===== config.mk =====
export PLATFORM = sky130hd
export DESIGN_NAME = keyled_event_writer
export DESIGN_NICKNAME = d
export VERILOG_FILES = /design/src/rtl/keyled_event_writer.sv
export SDC_FILE = /design/constraint.sdc
export NUM_CORES = 1
export LEC_CHECK = 0
export ABC_CLOCK_PERIOD_IN_PS = 6600
export CORE_MARGIN = 2
export CORE_UTILIZATION = 51
export CTS_CLUSTER_DIAMETER = 60
export DETAILED_ROUTE_END_ITERATION = 8
export GPL_ROUTABILITY_DRIVEN = 0
export PLACE_DENSITY = 0.8
export SLEW_MARGIN = 10
export SYNTH_ARGS = -nofsm -noshare
export SYNTH_HDL_FRONTEND = slang
export SYNTH_SLANG_ARGS = --single-unit

===== constraint.sdc =====
create_clock -name clk -period 6.6 [get_ports clk]
set_input_delay 1.32 -clock clk [delete_from_list [all_inputs] [get_ports clk]]
set_output_delay 1.32 -clock clk [all_outputs]
set_load 0.05 [all_outputs]

===== src/rtl/keyled_event_writer.sv =====
// keyled_event_writer: debounces four push-buttons and logs each press as a timestamped word in a RAM.
// Ports: clk/reset (async, active-high); key_n raw active-low buttons;
// avm_* write-only RAM master (no waitrequest); leds toggle per press;
// wr_ptr next event address; event_count saturating; busy while clearing; overflow sticky drop flag.
module keyled_event_writer #(
  parameter int DEPTH           = 10240,
  parameter int DEBOUNCE_CYCLES = 500000
) (
  input  logic        clk,
  input  logic        reset,
  input  logic [3:0]  key_n,
  output logic [13:0] avm_address,
  output logic [3:0]  avm_byteenable,
  output logic        avm_chipselect,
  output logic        avm_write,
  output logic [31:0] avm_writedata,
  output logic        avm_clken,
  output logic [3:0]  leds,
  output logic [13:0] wr_ptr,
  output logic [15:0] event_count,
  output logic        busy,
  output logic        overflow
);
  localparam int CW = $clog2(DEBOUNCE_CYCLES + 1);
  localparam logic [CW-1:0] CNT_MAX = CW'(DEBOUNCE_CYCLES - 1);
  localparam logic [13:0] LAST = 14'(DEPTH - 1);
  typedef enum logic [1:0] {CLEAR, IDLE, WRITE} state_t;
  state_t state_q, state_d;
  logic [3:0] sync1_q, sync2_q, deb_q, deb_d, pend_q, pend_d, leds_q, leds_d, sel_q, sel_d;
  logic [3:0] press, done_mask, low;
  logic [3:0][CW-1:0] cnt_q, cnt_d;
  logic ovf_q, ovf_d;
  logic [23:0] ts_q, ts_d;
  logic [13:0] clr_q, clr_d, ptr_q, ptr_d;
  logic [15:0] evc_q, evc_d;
  logic [31:0] data_q, data_d;
  always_comb begin
    deb_d = deb_q;
    cnt_d = cnt_q;
    for (int i = 0; i < 4; i++) begin
      if (sync2_q[i] == deb_q[i]) cnt_d[i] = '0;
      else if (cnt_q[i] == CNT_MAX) begin
        deb_d[i] = sync2_q[i];
        cnt_d[i] = '0;
      end else cnt_d[i] = cnt_q[i] + CW'(1);
    end
    press     = deb_q & ~deb_d;
    done_mask = (state_q == WRITE) ? sel_q : 4'b0000;
    // a press landing on the bit being retired re-arms it rather than being dropped
    pend_d    = (pend_q & ~done_mask) | press;
    ovf_d     = ovf_q | (|(press & pend_q & ~done_mask));
    leds_d    = leds_q ^ press;
    ts_d      = ts_q + 24'd1;
    // isolate lowest set bit so simultaneous presses drain in ascending key order
    low       = pend_q & (~pend_q + 4'd1);
    state_d   = state_q;
    clr_d     = clr_q;
    ptr_d     = ptr_q;
    evc_d     = evc_q;
    sel_d     = sel_q;
    data_d    = data_q;
    if (state_q == CLEAR) begin
      clr_d = (clr_q == LAST) ? 14'd0 : clr_q + 14'd1;
      if (clr_q == LAST) begin
        state_d = IDLE;
        ptr_d   = 14'd0;
      end
    end else if (state_q == IDLE) begin
      if (|pend_q) begin
        sel_d   = low;
        data_d  = {1'b1, 3'b000, low, ts_q};
        state_d = WRITE;
      end
    end else begin
      ptr_d   = (ptr_q == LAST) ? 14'd0 : ptr_q + 14'd1;
      evc_d   = (&evc_q) ? evc_q : evc_q + 16'd1;
      state_d = IDLE;
    end
  end
  always_ff @(posedge clk or posedge reset) begin
    if (reset) begin
      sync1_q <= 4'hF;
      sync2_q <= 4'hF;
      deb_q   <= 4'hF;
      cnt_q   <= '0;
      pend_q  <= '0;
      leds_q  <= '0;
      sel_q   <= '0;
      ovf_q   <= 1'b0;
      ts_q    <= '0;
      state_q <= CLEAR;
      clr_q   <= '0;
      ptr_q   <= '0;
      evc_q   <= '0;
      data_q  <= '0;
    end else begin
      sync1_q <= key_n;
      sync2_q <= sync1_q;
      deb_q   <= deb_d;
      cnt_q   <= cnt_d;
      pend_q  <= pend_d;
      leds_q  <= leds_d;
      sel_q   <= sel_d;
      ovf_q   <= ovf_d;
      ts_q    <= ts_d;
      state_q <= state_d;
      clr_q   <= clr_d;
      ptr_q   <= ptr_d;
      evc_q   <= evc_d;
      data_q  <= data_d;
    end
  end
  // strobes are gated by reset so outputs read zero while the register sits in CLEAR
  assign avm_write      = ~reset & (state_q == CLEAR || state_q == WRITE);
  assign avm_chipselect = avm_write;
  assign avm_address    = (state_q == CLEAR) ? clr_q : ptr_q;
  assign avm_writedata  = (state_q == WRITE) ? data_q : 32'd0;
  assign avm_byteenable = 4'hF;
  assign avm_clken      = ~reset;
  assign busy           = ~reset & (state_q == CLEAR);
  assign leds           = leds_q;
  assign wr_ptr         = ptr_q;
  assign event_count    = evc_q;
  assign overflow       = ovf_q;
endmodule

# Word level (Yosys, flattened, before mapping)

Cells that the tools add are included.

Add/subtract/negate cells: 9
Multipliers: 0
Divide/modulo/power cells: 0
$lt $le $gt $ge: 0
Equality and inequality tests: 15
Shifts and indexed selects: 0
Muxes and demuxes: 28
Bitwise gates (word level): 17
Reductions and logical operators: 9

Operator list:

| cell                                                             | count |
|---|---|
| 19-bit 2-to-1 mux                                                | 8 |
| 14-bit 2-to-1 mux                                                | 6 |
| 19-bit by 1-bit adder with 19-bit output (second input constant) | 4 |
| 19-bit equality test (second input constant)                     | 4 |
| 32-bit 2-to-1 mux                                                | 1 |
| 14-bit by 1-bit adder with 14-bit output (second input constant) | 2 |
| 14-bit equality test (second input constant)                     | 2 |
| 24-bit by 1-bit adder with 24-bit output (second input constant) | 1 |
| 4-bit bitwise AND                                                | 5 |
| 16-bit by 1-bit adder with 16-bit output (second input constant) | 1 |
| 16-bit AND reduction                                             | 1 |
| 4-bit inverter                                                   | 3 |
| 1-bit 2-to-1 mux                                                 | 8 |
| 2-bit 2-to-1 mux                                                 | 4 |
| 4-bit OR reduction                                               | 2 |
| 3-bit AND reduction                                              | 2 |
| 4-bit by 1-bit adder with 4-bit output (second input constant)   | 1 |
| 1-bit equality test                                              | 4 |
| 4-bit 2-to-1 mux                                                 | 1 |
| 1-bit inverter                                                   | 4 |
| 4-bit bitwise OR                                                 | 1 |
| 2-bit AND reduction                                              | 2 |
| 4-bit bitwise XOR                                                | 1 |
| 3-bit by 2-bit != test with 1-bit output (second input constant) | 1 |
| 8 further kinds                                                  | 9 |

Register bits: 200
Bits in latches: 0
Memory bits (writable): 0
Memory bits (read-only): 0
Output and inout port bits: 89
Logic and storage cells: 95
Memories: 0

# Longest topological paths before layout

Word-level depth: 9
Mapped depth: 8
Mapped depth without buffers: 6

# Least setup slack after synthesis

OpenSTA, ideal clock, no wires.

Path type: in2out
From: input port reset
To: output port avm_clken
Arrival time: 5.613 ns
Required time: 5.280 ns
Path slack: -0.333 ns
Stages on the path: 1
Buffers on the path: 0
Path through: inv_1

Word-level cells in the longest chain between the ends: 1

RTL lines:

| element            | RTL line | RTL |
|---|---|---|
| start: declaration | 10       | `input logic reset,` |
| 1-bit inverter     | 119      | `assign avm_clken = ~reset;` |
| end: declaration   | 17       | `output logic avm_clken,` |

No other way between the ends.

# Final worst setup path

From: register state_q[1]
To: output port avm_writedata[25]

Word-level cells in the longest chain between the ends: 2

RTL lines:

| element                  | RTL line | RTL |
|---|---|---|
| start: declaration       | 28       | `state_t state_q, state_d;` |
| start signal: assignment | 106      | `state_q <= state_d;` |
| 2-bit equality test      | 117      | `assign avm_writedata = (state_q == WRITE) ? data_q : 32'd0;` |
| 32-bit 2-to-1 mux        | 117      |  |
| end: declaration         | 16       | `output logic [31:0] avm_writedata,` |

No other way between the ends.

==> results.sh <==
export IMPL_vdd_drop_max_mv=0.185
export IMPL_cp_start_kind="flip-flop"
export IMPL_crit_family="simple AND/OR/NAND/NOR gates"
export IMPL_synth_top_area_cell="dfrtp_1"
export IMPL_diodes=0
export IMPL_h_tree_depth=4
export IMPL_cts_root_buffer="clkbuf_16"
export IMPL_maxSlewHeadroom_pct=24.5
export IMPL_layout_setup_ws_ns=2.02
export IMPL_most_common_layout_cells="dfrtp_1, nor2_1, nand2_1"
export IMPL_async_flop_share_pct=100
export IMPL_crit_buf_inv=2
export IMPL_wl_per_cell_um=14.9
export IMPL_critPathArrivalTime_ns=3.26
export IMPL_crit_chain="nor2b_2 > nand2_1 > inv_1 > clkdlybuf4s50_1"
export IMPL_dpl_hpwl_um=12200
export IMPL_grt_util_all_layers_pct=19.5
export IMPL_cts_resized=0
export IMPL_outcome="completed"
export IMPL_yosysUniqueCellTypes=59
export IMPL_yosys_top_cells_area="dfrtp_1, xnor2_1, xor2_1"
export IMPL_yosys_register_bits=196
export IMPL_first_pass_iters=5
export IMPL_cts_hold_buf=0
export IMPL_max_slew_worst_pin_slew_ns=1.13
export IMPL_dr_first_iter_drc_count=460
export IMPL_ys_warn_count=0
export IMPL_cp_data_required_time_ns=5.28
export IMPL_rows=49
export IMPL_grt_pass1_wl_um=30900
export IMPL_synth_area_per_cell_um2=10.3
export IMPL_vias_per_cell=5.33
export IMPL_die_area_um2=19100
export IMPL_synth_edf_count=0
export IMPL_clk_pin_slew_ns=0.07
export IMPL_tns_ns=0
export IMPL_numClockSinks=196
export IMPL_synth_top_area_share_pct=50.1
export IMPL_insertion_delay_ns=0.42
export IMPL_cts_path_max_buffers=2
export IMPL_final_common_cell="dfrtp_1"
export IMPL_cp_slowest_stage_delay_ns=0.92
export IMPL_grt_start_max_net_pins=119
export IMPL_pin_count=95
export IMPL_rsz0062_at_grt="no"
export IMPL_numCtsBuffers=17
export IMPL_report_final_setup_viol=0
export IMPL_ys_flop_type="dfrtp_1"
export IMPL_power_density_nw_per_um2=220
export IMPL_postRouteWirelength_um=18100
export IMPL_dieHeight_um=138
export IMPL_coreArea_um2=17800
export IMPL_fin_crit_sh_pct=69.4
export IMPL_drc=0
export IMPL_place_area_um2=10200
export IMPL_area_growth_pct=18.2
export IMPL_fin_skew_ns=0.00770
export IMPL_synth_cell_area_um2=9200
export IMPL_fmax_mhz=218
export IMPL_routed_via_count=6476
export IMPL_p_leak_nw=4.82
export IMPL_drv_slew=0
export IMPL_drive_gt1_share_pct=9.83
export IMPL_path_class="flip-flop to primary output"
export IMPL_nNetsFinal=988
export IMPL_fin_area_um2=10900
export IMPL_antenna_found_initial=0
export IMPL_cts_setup_buffers=0
export IMPL_slowest_stage="nor2b_2"
export IMPL_detail_route_antenna_nets=0
export IMPL_hold_path_class="flip-flop to flip-flop"
export IMPL_final_min_clock_period_ns=4.58
export IMPL_gr_total_overflow=0
export IMPL_die_w_um=138
export IMPL_initial_utilization_pct=51.5
export IMPL_critPathCaptureType="primary output"
export IMPL_portBuffers=87
export IMPL_post_place_ws_ns=2.37
export IMPL_final_hold_viol_count=0
export IMPL_cts_tree="done"
export IMPL_crit_fanout=30
export IMPL_synthCells=892
export IMPL_grt_pass1_vias=6287
export IMPL_n_fill_cell=1443
export IMPL_cap_violations=0
export IMPL_ys_seq_area_share_pct=53.5
metal layers:
metal / share of wire [%] / GRT usage, % / up-vias / wire length (um)
met5: 0 / 0 / - / 0
met1: 47 / 27.6 / 3187 / 8590
met4: 0.97 / 5.42 / 0 / 176
met2: 48 / 30.8 / 119 / 8650
li1: - / - / 3156 / -
met3: 3.8 / 4.23 / 14 / 685
power by group:
| part | switching [mW] | internal, mW | leakage (nW) |
|---|---|---|---|
| registers | 0.00753 | 1.21 | 2.66 |
| logic | 0.0502 | 0.0136 | 1.86 |
| clock network | 0.453 | 0.661 | 0.303 |
| total | 0.511 | 1.89 | 4.82 |
cell type report:
class / instances / area, um^2 / area share, %
multi-input combinational: 650 / 4040 / 37.1
clock buffer: 19 / 453 / 4.17
clock inverter: 13 / 194 / 1.78
tap: 229 / 287 / 2.64
timing repair buffer: 90 / 906 / 8.33
sequential: 196 / 4920 / 45.2
inverter: 19 / 75.1 / 0.690
synthesized netlist by cell type, drive strengths merged (2+ instances only):
master and instances:
a31oi 2, a22o 5, nand2b 9, nor4 8, nor3b 2, clkbuf 10, buf 22, nand2 104
xnor2 65, ha 8, inv 19, or2 6, nand3 62, o41ai 3, dfstp 12, a21oi 8
and3 18, or3 2, or4 4, dfrtp 184, o21ai 19, nor2 124, and2 29, nor4b 3
conb 2, nor3 15, and4 13, xor2 62, o31ai 3, or3b 2, nand4 24, mux2 30
flip-flops by register name, summed over array words and instances (netlist names):
name and count:
deb_q 4, wr_ptr 14, ts_q 24, cnt_q 76, leds 4, state_q 2, sync1_q 4, data_q 26
overflow 1, event_count 16, sel_q 3, sync2_q 4, pend_q 4, clr_q 14
worst paths after layout:
kind | start | to | slack (ns) | depth (start not counted)
worst max-delay path | state_q[1] | avm_writedata[25] | 2.02 | 4
min in group asynchronous | reset | clr_q[10] | 1.63 | 3
max in group asynchronous | reset | cnt_q[49] | 3.55 | 4
worst min-delay path | sync1_q[0] | sync2_q[0] | 0.36 | 0
worst max register to register | state_q[1] | clr_q[10] | 4.09 | 5
worst min register to register | sync1_q[0] | sync2_q[0] | 0.36 | 0
cell families (layout without fill, tap and decap cells):
logic type	after synthesis	count (layout)	synth area share, %
adders and majority gates	8	8	1.09
xor gates and xnor gates	127	127	12.1
and+or+nand+nor	432	432	23.3
other	2	7	0.0817
muxes	30	30	3.67
AOI/OAI and AO/OA	46	46	3.44
DFF	196	196	53.5
buffers and inverters	51	141	2.80
worst register-to-register path, delay by kind of cell (launching register included):
family        cells  cell delay (ns)
simple gates      4             1.65
xor+xnor          1             0.14
flops             1             0.62
through the flow:
stage / hold WS (ns) / cells / utilization, % / total power, mW
global route: 0.361 / 1216 / 60.9 / 2.49
global placement: 0.346 / 1184 / 57.3 / 1.31
finish: 0.355 / 1216 / 60.9 / 2.40
CTS: 0.357 / 1216 / 60.9 / 2.42
detailed placement: 0.347 / 1184 / 57.3 / 1.31
floorplan: 0.345 / 897 / - / 1.29
Note: power is estimated with default switching activity, not from simulation.
